## src/rtl/dm_store_ctrl.sv

```systemverilog
// Store controller for a word-wide data memory without byte enables: sw writes directly, sb/sh use read-modify-write.
// Optional store address-error detection is enabled by defining DM_ADES_EN.
module dm_store_ctrl #(
  parameter int unsigned DM_AW = 12
) (
  input  logic             clk,
  input  logic             reset,
  input  logic             st_valid,
  input  logic [5:0]       opcode,
  input  logic [31:0]      addr,
  input  logic [31:0]      wdata_in,
  output logic             stall,
  output logic             done,
  output logic [DM_AW-1:0] dm_addr,
  output logic             dm_re,
  input  logic [31:0]      dm_rdata,
  output logic             dm_we,
  output logic [31:0]      dm_wdata,
  output logic             ades
);

  localparam logic [5:0] OP_SB = 6'b101000;
  localparam logic [5:0] OP_SH = 6'b101001;
  localparam logic [5:0] OP_SW = 6'b101011;

  typedef enum logic [1:0] {IDLE, WRITE, READ, MERGE} state_t;

  state_t           state_q, state_d;
  logic [5:0]       op_q;
  logic [DM_AW+1:0] addr_q;
  logic [31:0]      wdata_q;
  logic             is_store;
  logic             misalign;
  logic [31:0]      merged;
  logic             unused_addr_hi;

  assign unused_addr_hi = ^addr[31:DM_AW+2];

  always_comb begin
    is_store = st_valid & ((opcode == OP_SB) | (opcode == OP_SH) | (opcode == OP_SW));
`ifdef DM_ADES_EN
    misalign = ((opcode == OP_SH) & addr[0]) | ((opcode == OP_SW) & (addr[1:0] != 2'b00));
`else
    misalign = 1'b0;
`endif
  end

  always_ff @(posedge clk) begin
    if (reset) begin
      state_q <= IDLE;
      op_q    <= '0;
      addr_q  <= '0;
      wdata_q <= '0;
    end else begin
      state_q <= state_d;
      if (state_q == IDLE && is_store && !misalign) begin
        op_q    <= opcode;
        addr_q  <= addr[DM_AW+1:0];
        wdata_q <= wdata_in;
      end
    end
  end

  // Lane merge uses the latched low address bits; dm_rdata holds the old word in MERGE.
  always_comb begin
    merged = dm_rdata;
    if (op_q == OP_SB) begin
      merged[{addr_q[1:0], 3'b000} +: 8] = wdata_q[7:0];
    end else if (addr_q[1]) begin
      merged[31:16] = wdata_q[15:0];
    end else begin
      merged[15:0] = wdata_q[15:0];
    end
  end

  always_comb begin
    state_d  = state_q;
    dm_re    = 1'b0;
    dm_we    = 1'b0;
    dm_wdata = '0;
    done     = 1'b0;
    ades     = 1'b0;
    dm_addr  = addr_q[DM_AW+1:2];
    unique case (state_q)
      IDLE: begin
        dm_addr = '0;
        if (is_store) begin
          if (misalign) begin
            ades = 1'b1;
            done = 1'b1;
          end else if (opcode == OP_SW) begin
            state_d = WRITE;
          end else begin
            state_d = READ;
          end
        end
      end
      WRITE: begin
        dm_we    = 1'b1;
        dm_wdata = wdata_q;
        done     = 1'b1;
        state_d  = IDLE;
      end
      READ: begin
        dm_re   = 1'b1;
        state_d = MERGE;
      end
      MERGE: begin
        dm_we    = 1'b1;
        dm_wdata = merged;
        done     = 1'b1;
        state_d  = IDLE;
      end
      default: state_d = IDLE;
    endcase
    // Strobes are suppressed while reset is held so an aborted sequence never touches DM.
    if (reset) begin
      dm_re = 1'b0;
      dm_we = 1'b0;
      done  = 1'b0;
      ades  = 1'b0;
    end
    stall = is_store & ~done;
  end

endmodule

```

## config.mk

```make
export PLATFORM = sky130hd
export DESIGN_NAME = dm_store_ctrl
export DESIGN_NICKNAME = d
export VERILOG_FILES = /design/src/rtl/dm_store_ctrl.sv
export SDC_FILE = /design/constraint.sdc
export NUM_CORES = 1
export LEC_CHECK = 0
export BUFFER_PORTS_ARGS = -buffer_cell sky130_fd_sc_hd__buf_2
export CAP_MARGIN = 20
export CORE_MARGIN = 2
export CORE_UTILIZATION = 46
export DETAILED_ROUTE_END_ITERATION = 7
export PLACE_DENSITY = 0.79
export SLEW_MARGIN = 20
export SYNTH_ARGS = -nofsm -noshare
export SYNTH_HDL_FRONTEND = slang
export SYNTH_SLANG_ARGS = --single-unit
```

## constraint.sdc

```tcl
create_clock -name clk -period 2.9 [get_ports clk]
set_input_delay 0.145 -clock clk [delete_from_list [all_inputs] [get_ports clk]]
set_output_delay 0.145 -clock clk [all_outputs]
set_load 0.02 [all_outputs]
```

Yosys cells after proc, flatten, opt, wreduce, memory -nomap -nowiden
Index checks and enable logic that the tools add are counted.
{ "word_totals": {"reg_bits": 54, "word_cells": 36} }
{ "op_classes": {"n_addsub": 1, "eq_ne": 8, "n_shift": 2, "mux": 13, "n_bitwise": 5, "n_reduce_logical": 3} }
{ "op_table": {"columns": ["op", "n"], "rows": [
  ["$pmux 32 s2", 1],
  ["$bwmux 32", 1],
  ["$mux 16", 2],
  ["$mux 32", 1],
  ["$shift 8x7->32 const A", 1],
  ["$shiftx 8x7->32", 1],
  ["$eq 6x6->1 const B", 4],
  ["$mux 12", 1],
  ["$neg 5->7", 1],
  ["$pmux 2 s3", 1],
  ["$eq 2x2->1 const B", 2],
  ["$mux 1", 4],
  ["$mux 2", 2],
  ["$and 1x1->1", 2],
  ["$eq 2x1->1 const B", 1],
  ["$logic_not 2->1", 1],
  ["$ne 2x2->1 const B", 1],
  ["$or 1x1->1", 2],
  ["$reduce_or 2->1", 1],
  ["$logic_and 1x1->1", 1],
  ["$not 1->1", 1]
]} }

Longest topological paths before layout
Gate-level depths: netlist (run 1).
{ "logic_depth": {"ltp_word": 6, "mapped_depth": 7, "ltp_nobuf": 6} }

Worst setup path before layout (run 1)
OpenSTA, ideal clock, no wires.
{ "synth_path": {"path_type": "reg-to-output", "from": "reg addr_q[1]", "to": "out dm_wdata[16]", "arrival_ns": 2.188, "slack_ns": 0.567, "stages_incl_launch_ff": 8, "path_buffers": 1, "path_cell_list": "dfxtp_1 -> buf_2 -> inv_1 -> ha_1 -> or4bb_1 -> nor3_4 -> o21ai_0 -> a31oi_1"} }
{ "synth_between": {"elab_chain_cells": 5, "elab_cells_between_ends": 7} }
{ "synth_rtl": {"columns": ["item", "line_no", "source"], "rows": [
  ["from (decl)", "30", "logic [DM_AW+1:0] addr_q;"],
  ["from (signal assigned)", "58", "addr_q <= addr[DM_AW+1:0];"],
  ["$neg 5->7", "68", "merged[{addr_q[1:0], 3'b000} +: 8] = wdata_q[7:0];"],
  ["$shiftx 8x7->32 or $shift 8x7->32 (tied branches)", "68", null],
  ["$bwmux 32", "68", null],
  ["$mux 32 (*)", "67", "if (op_q == OP_SB) begin"],
  ["$pmux 32 s2 (*)", "84", "unique case (state_q)"],
  ["to (decl)", "18", "output logic [31:0] dm_wdata,"]
]} }
Mark *: on every way between the ends. The rest lies on a longest branch, timed or not.

Final worst setup path (run 1)
{ "layout_path": {"from": "reg addr_q[0]", "to": "out dm_wdata[8]"} }
{ "layout_between": {"elab_chain_cells": 5, "elab_cells_between_ends": 6} }
{ "layout_rtl": {"columns": ["item", "line_no"], "rows": [
  ["$neg 5->7 (*)", "68"],
  ["$shiftx 8x7->32 or $shift 8x7->32 (tied branches)", "68"],
  ["$bwmux 32 (*)", "68"],
  ["$mux 32 (*)", "67"],
  ["$pmux 32 s2 (*)", "84"]
]} }
Marks and branches as above.

==> results of run 1 <==
worst paths after layout:
path                                     to  cells past startpoint
worst min-delay path              addr_q[0]                      3
worst max-delay path            dm_wdata[8]                      6
worst max register to register  wdata_q[19]                      5
worst min register to register      op_q[3]                      2
logic make-up (layout without fill, tap and decap cells):
group,count (synthesis),in the layout,share of synthesized area [%]
simple gates,104,104,17.4
flops,54,54,34.5
mux,64,64,20.4
fa+ha+maj,5,5,1.99
compound gates,81,81,20.7
other cells,1,1,0.120
buf+inv,35,158,4.95
through the flow:
stage	util, %	hold WS (ns)
finish	59.6	0.0612
CTS	59.6	0.0570
global route	59.6	0.0493
global placement	57.5	0.374
detailed placement	57.5	0.383
floorplan	-	0.289
layout by cell type (no fill, tap or decap), types with 2 or more instances in the layout:
cell and n:
nand2b_1 2, a32o_1 16, o21ai_0 16, nand4_1 2
o21ai_2 2, and3b_1 2, dfxtp_1 54, inv_1 6
nor2b_1 13, nand3_1 10, mux2i_1 64, a31oi_1 9
nor2_1 54, buf_2 134, nor3_1 3, a221o_1 16
a22o_1 8, clkinv_1 2, ha_1 5, clkbuf_8 5
buf_4 8, bufinv_16 2, nand2_1 8, a21boi_0 9
a21oi_1 3
flip-flops by register name, indices dropped and copies added, names as in the netlist:
register / count
wdata_q: 32
addr_q: 14
op_q: 6
state_q: 2
worst max-delay path, cell delays in order, from the launching register on:
cell	delay, ns
dfxtp_1	0.45
inv_1	0.16
ha_1	0.38
nor4b_2	0.69
a221o_1	0.26
a32o_1	0.19
buf_2	0.17
layout make-up:
type                            instances  area, sq um  share of cell area, %
Sequential cell                        54         1080                   27.2
Tap cell                               80          100                   2.51
Clock inverter                          3         68.8                   1.73
Inverter                                8         30.0                  0.754
Clock buffer                            5         68.8                   1.73
Multi-Input combinational cell        255         1900                   47.8
Timing Repair Buffer                  142          731                   18.4
metal layers:
layer  vias to the layer above  track usage, %  part of all wire, %
met5                         -               0                    0
met4                         0            6.68                  2.0
met3                        19            4.67                  6.7
met2                       111            38.0                   49
met1                      1467            29.7                   43
li1                       1512               -                    -
power by group through the flow:
stage	combinational [W]	clock [W]	sequential (W)
after floorplan	0.0000547	0	0.000770
after global placement	0.000123	0	0.000773
after detailed placement	0.000126	0	0.000773
after CTS	0.000127	0.000609	0.000756
after global routing	0.000140	0.000641	0.000757
final	0.000127	0.000595	0.000756
==> results by group, run 1 <==
Pwr
  – Pwr dens: 371 nW/um^2
  – Switch Pwr: 0.000319 W
  – Gate power share: 8.6%
  – Pint: 0.00116 W
  – Leakage: 2.08 nW
  – Maximum VDD drop: 0.278 mV
  – Sw frac: 21.6%
  – Tot Pwr: 0.00148 W
  – Flop pwr share: 51.2%
  – Clock power frac: 40.2%

Routing
  – Routed wire length: 8600 um
  – Vias per inst: 5.68
  – Via count: 3,109
  – Pre-antenna DRT Iters: 4
  – Antenna Nets Post-Route: 0
  – Avg WL per Cell: 15.7 um
  – Number of remaining DRC errors: 0
  – Iter 0 DRT Violations: 187

Synthesis
  – Async set or reset register ratio after synthesis: 0%
  – Number of flops mapped to enable cells by yosys: 0
  – Cell variety after synth: 37
  – Top-area cell type share of the netlist area: 34.5%
  – Post-Syn Instances: 344
  – Mapped Area: 3140 sq um
  – Mapped Nets: 454
  – Top-count cell post-synth: mux2i_1
  – Synth Register Bits: 54
  – Post-synth top cells: 64 x mux2i_1, 54 x dfxtp_1, 54 x nor2_1
  – Top_reg_cell synth: dfxtp_1
  – Register area share after synthesis: 34.5%
  – Synth area leaders: dfxtp_1 34%, mux2i_1 20%, nor2_1 6.5%
  – Ys Warns: 0
  – Mapped Avg Cell Area: 9.12 sq um
  – Synth area leader: dfxtp_1

Clock tree
  – CTS root buffer: clkbuf_8
  – CTS Hold Buffers Added: 0
  – Clk slew on worst S/H paths: 0.10 ns
  – Clk buf depth: 2
  – Post-CTS resize count: 0
  – CTS tree: yes
  – # clock sinks: 54
  – Postcts setup bufs: 0
  – H-tree level count: 2
  – Clock Latency Late Sink: 0.30 ns
  – CTS Buf Count: 5

Critical path
  – Startpoint Class: flip-flop
  – Crit Path Max Fanout: 8
  – CP Capture Type: primary output
  – Origin of the critical flop-to-flop path: state_q[1]
  – Worst path required time: 2.76 ns
  – Critical Path Source: addr_q[0]
  – WP data arrival: 2.60 ns
  – Worst R2R Setup Slack: 0.77 ns
  – WS Path Type: reg2out

Global routing
  – First-pass GRT wire length: 13,700 um
  – Vias in the first global route: 2,886
  – Total gr overflow: 0
  – GRT Total Usage: 22.7%
  – Largest net degree at the start of global routing: 43
  – Initial antenna violation count: 0

Timing
  – Final setup viols: 0
  – Worst setup margin: 0.152 ns
  – Part of the cycle the worst path needs: 94.8%
  – Worst slew margin relative to its limit: 42.1%
  – Worst Skew: 0.00321 ns
  – Worst-Margin Slew: 0.865 ns
  – Max frequency: 364 MHz
  – Final Max Slew Viols: 0
  – Setup TNS: 0 ns
  – Final Hold Fails: 0
  – Tmin final: 2.75 ns
  – RSZ-0062 raised after global routing: false

Layout
  – Antenna diodes: 0
  – Filler cell count: 609
  – Nets: 576
  – Post-route insts no fill: 547
  – Final instance area: 3980 sq um
  – Share of post-route cells with drive strength above 1: 34.5%
  – Area Overhead vs Synth: 26.9%

Placement
  – Placed cell area: 3840 sq um
  – Post-place setup slack: 0.517 ns
  – PortBufs: 134
  – Final HPWL from detailed placement: 6320 um
  – Gpl congestion: 0.845
  – Dpl cells: 539

Die
  – Die area: 7500 sq um
  – Core area: 6680 sq um
  – Initial Util: 46.9%
  – # rows: 30
  – I/O pin total: 154
  – Die W: 86.6 um
  – Die Ht: 86.6 um

Min path
  – Hold Crit Start: addr[0]
  – Hold Crit Class: in2reg

Run
  – # Max-Cap Violations: 0

Run status
  – Status: completed
Note: power is estimated with default switching activity, not from simulation.
==> inputs of run 2 (changes only) <==
MAX_ROUTING_LAYER = met4   (was unset)
==> run 2 against run 1 <==
  * Total power down 0.11%
  * Critical path depth stayed put
  * Register-to-register slack barely moved
  * Hold slack better by 0.0015 ns
==> results by group, run 2 (synthesized netlist as in run 1, its figures left out) <==
Run status
  – Status: completed

Timing
  – Setup TNS: 0 ns
  – Worst-Margin Slew: 0.863 ns
  – Tmin final: 2.75 ns
  – Part of the cycle the worst path needs: 94.8%
  – Max frequency: 364 MHz
  – Final setup viols: 0
  – Worst Skew: 0.00350 ns
  – Worst slew margin relative to its limit: 42.3%
  – Final Hold Fails: 0
  – RSZ-0062 raised after global routing: false
  – Worst setup margin: 0.150 ns
  – Final Max Slew Viols: 0

Clock tree
  – Post-CTS resize count: 0
  – Clk slew on worst S/H paths: 0.10 ns
  – CTS root buffer: clkbuf_8
  – Postcts setup bufs: 0
  – H-tree level count: 2
  – Clk buf depth: 2
  – CTS tree: yes
  – Clock Latency Late Sink: 0.30 ns
  – # clock sinks: 54
  – CTS Buf Count: 5
  – CTS Hold Buffers Added: 0

Routing
  – Vias per inst: 5.73
  – Via count: 3,137
  – Number of remaining DRC errors: 0
  – Antenna Nets Post-Route: 0
  – Pre-antenna DRT Iters: 4
  – Iter 0 DRT Violations: 186
  – Routed wire length: 8570 um
  – Avg WL per Cell: 15.7 um

Die
  – Initial Util: 46.9%
  – Core area: 6680 sq um
  – Die area: 7500 sq um
  – # rows: 30
  – Die Ht: 86.6 um
  – I/O pin total: 154
  – Die W: 86.6 um

Critical path
  – Cell family with most CP delay: simple AND/OR/NAND/NOR gates
  – WP data arrival: 2.61 ns
  – Worst path required time: 2.76 ns
  – Crit Path Max Fanout: 8
  – CP Capture Type: primary output
  – Reg2reg path depth: 5
  – Critical-path cell list: inv_1, ha_1, nor4b_2, a221o_1, a32o_1, buf_2
  – Worst path depth: 6
  – CP max-delay cell: nor4b_2
  – WP buf/inv: 2
  – Startpoint Class: flip-flop
  – Critical Path Source: addr_q[0]
  – Critical Path Max Stage Delay: 0.70 ns
  – Origin of the critical flop-to-flop path: state_q[1]
  – WS Path Type: reg2out

Layout
  – Biggest register: wdata_q
  – Nets: 576
  – Largest register FFs: 32
  – Most frequent cells in the layout: 134 x buf_2, 64 x mux2i_1, 54 x nor2_1, 54 x dfxtp_1
  – Most common cell after layout, fill and taps aside: buf_2
  – Area Overhead vs Synth: 26.9%
  – Post-route insts no fill: 547
  – Regs by FF count: wdata_q: 32 flops, addr_q: 14 flops, op_q: 6 flops
  – Filler cell count: 609
  – Antenna diodes: 0
  – Share of post-route cells with drive strength above 1: 34.5%

Global routing
  – GRT Total Usage: 23.4%
  – Vias in the first global route: 2,887
  – First-pass GRT wire length: 13,700 um
  – Largest net degree at the start of global routing: 43
  – Total gr overflow: 0
  – Initial antenna violation count: 0

Placement
  – Post-place setup slack: 0.517 ns
  – Final HPWL from detailed placement: 6320 um
  – Dpl cells: 539
  – Gpl congestion: 0.859
  – PortBufs: 134

Run
  – # Max-Cap Violations: 0

Min path
  – Hold path cells: 3
  – Hold Crit Start: addr[0]
  – Hold Crit Class: in2reg

Pwr
  – Pwr dens: 371 nW/um^2
  – Maximum VDD drop: 0.278 mV
  – Leakage: 2.08 nW
==> run 2: cell counts in the layout (fill, tap and decap cells not counted) <==
Identical to the previous run, type by type.
==> run 2: path summary, 6_finish.rpt <==
path	end	slack, ns
min	addr_q[0]	0.06
min reg2reg	op_q[3]	0.47
max reg2reg	wdata_q[4]	0.78
max	dm_wdata[8]	0.15
==> run 2: through the flow <==
stage | hold WS, ns | total power, W | area, sq um | util (%)
3_3_place_gp | 0.374 | 0.000896 | 3840 | 57.5
5_1_grt | 0.0493 | 0.00154 | 3980 | 59.6
4_1_cts | 0.0570 | 0.00149 | 3980 | 59.6
2_1_floorplan | 0.289 | 0.000825 | 3140 | -
3_5_place_dp | 0.383 | 0.000899 | 3840 | 57.5
6_report | 0.0626 | 0.00148 | 3980 | 59.6
==> run 2: layer usage <==
metal | routed length, um | GRT usage (%) | part of all wire [%] | up-vias
met5 | 0 | - | 0 | -
met4 | 196 | 6.68 | 2.3 | 0
met3 | 587 | 4.57 | 6.8 | 19
met2 | 4110 | 38.0 | 48 | 134
met1 | 3680 | 29.7 | 43 | 1474
li1 | - | - | - | 1510
==> run 2: area by class of cell <==
cell class                 count  area, sq um  area share (%)
tap                           80          100            2.51
sequential                    54         1080            27.2
inverter                       8         30.0           0.754
clock inverter                 3         68.8            1.73
multi-input combinational    255         1900            47.8
timing repair buffer         142          731            18.4
clock buffer                   5         68.8            1.73
==> run 2: power by group <==
part / switching [W] / leakage [nW] / internal [W]
clock: 0.000248 / 0.0683 / 0.000346
sequential: 0.00000716 / 0.436 / 0.000749
combinational: 0.0000623 / 1.58 / 0.0000643
total: 0.000317 / 2.08 / 0.00116
==> run 2: worst register-to-register path, delay by kind of cell, from the launching register on <==
family        cells  cell delay (ns)
mux               1             0.26
simple gates      3             0.96
flops             1             0.39
buf+inv           1             0.39
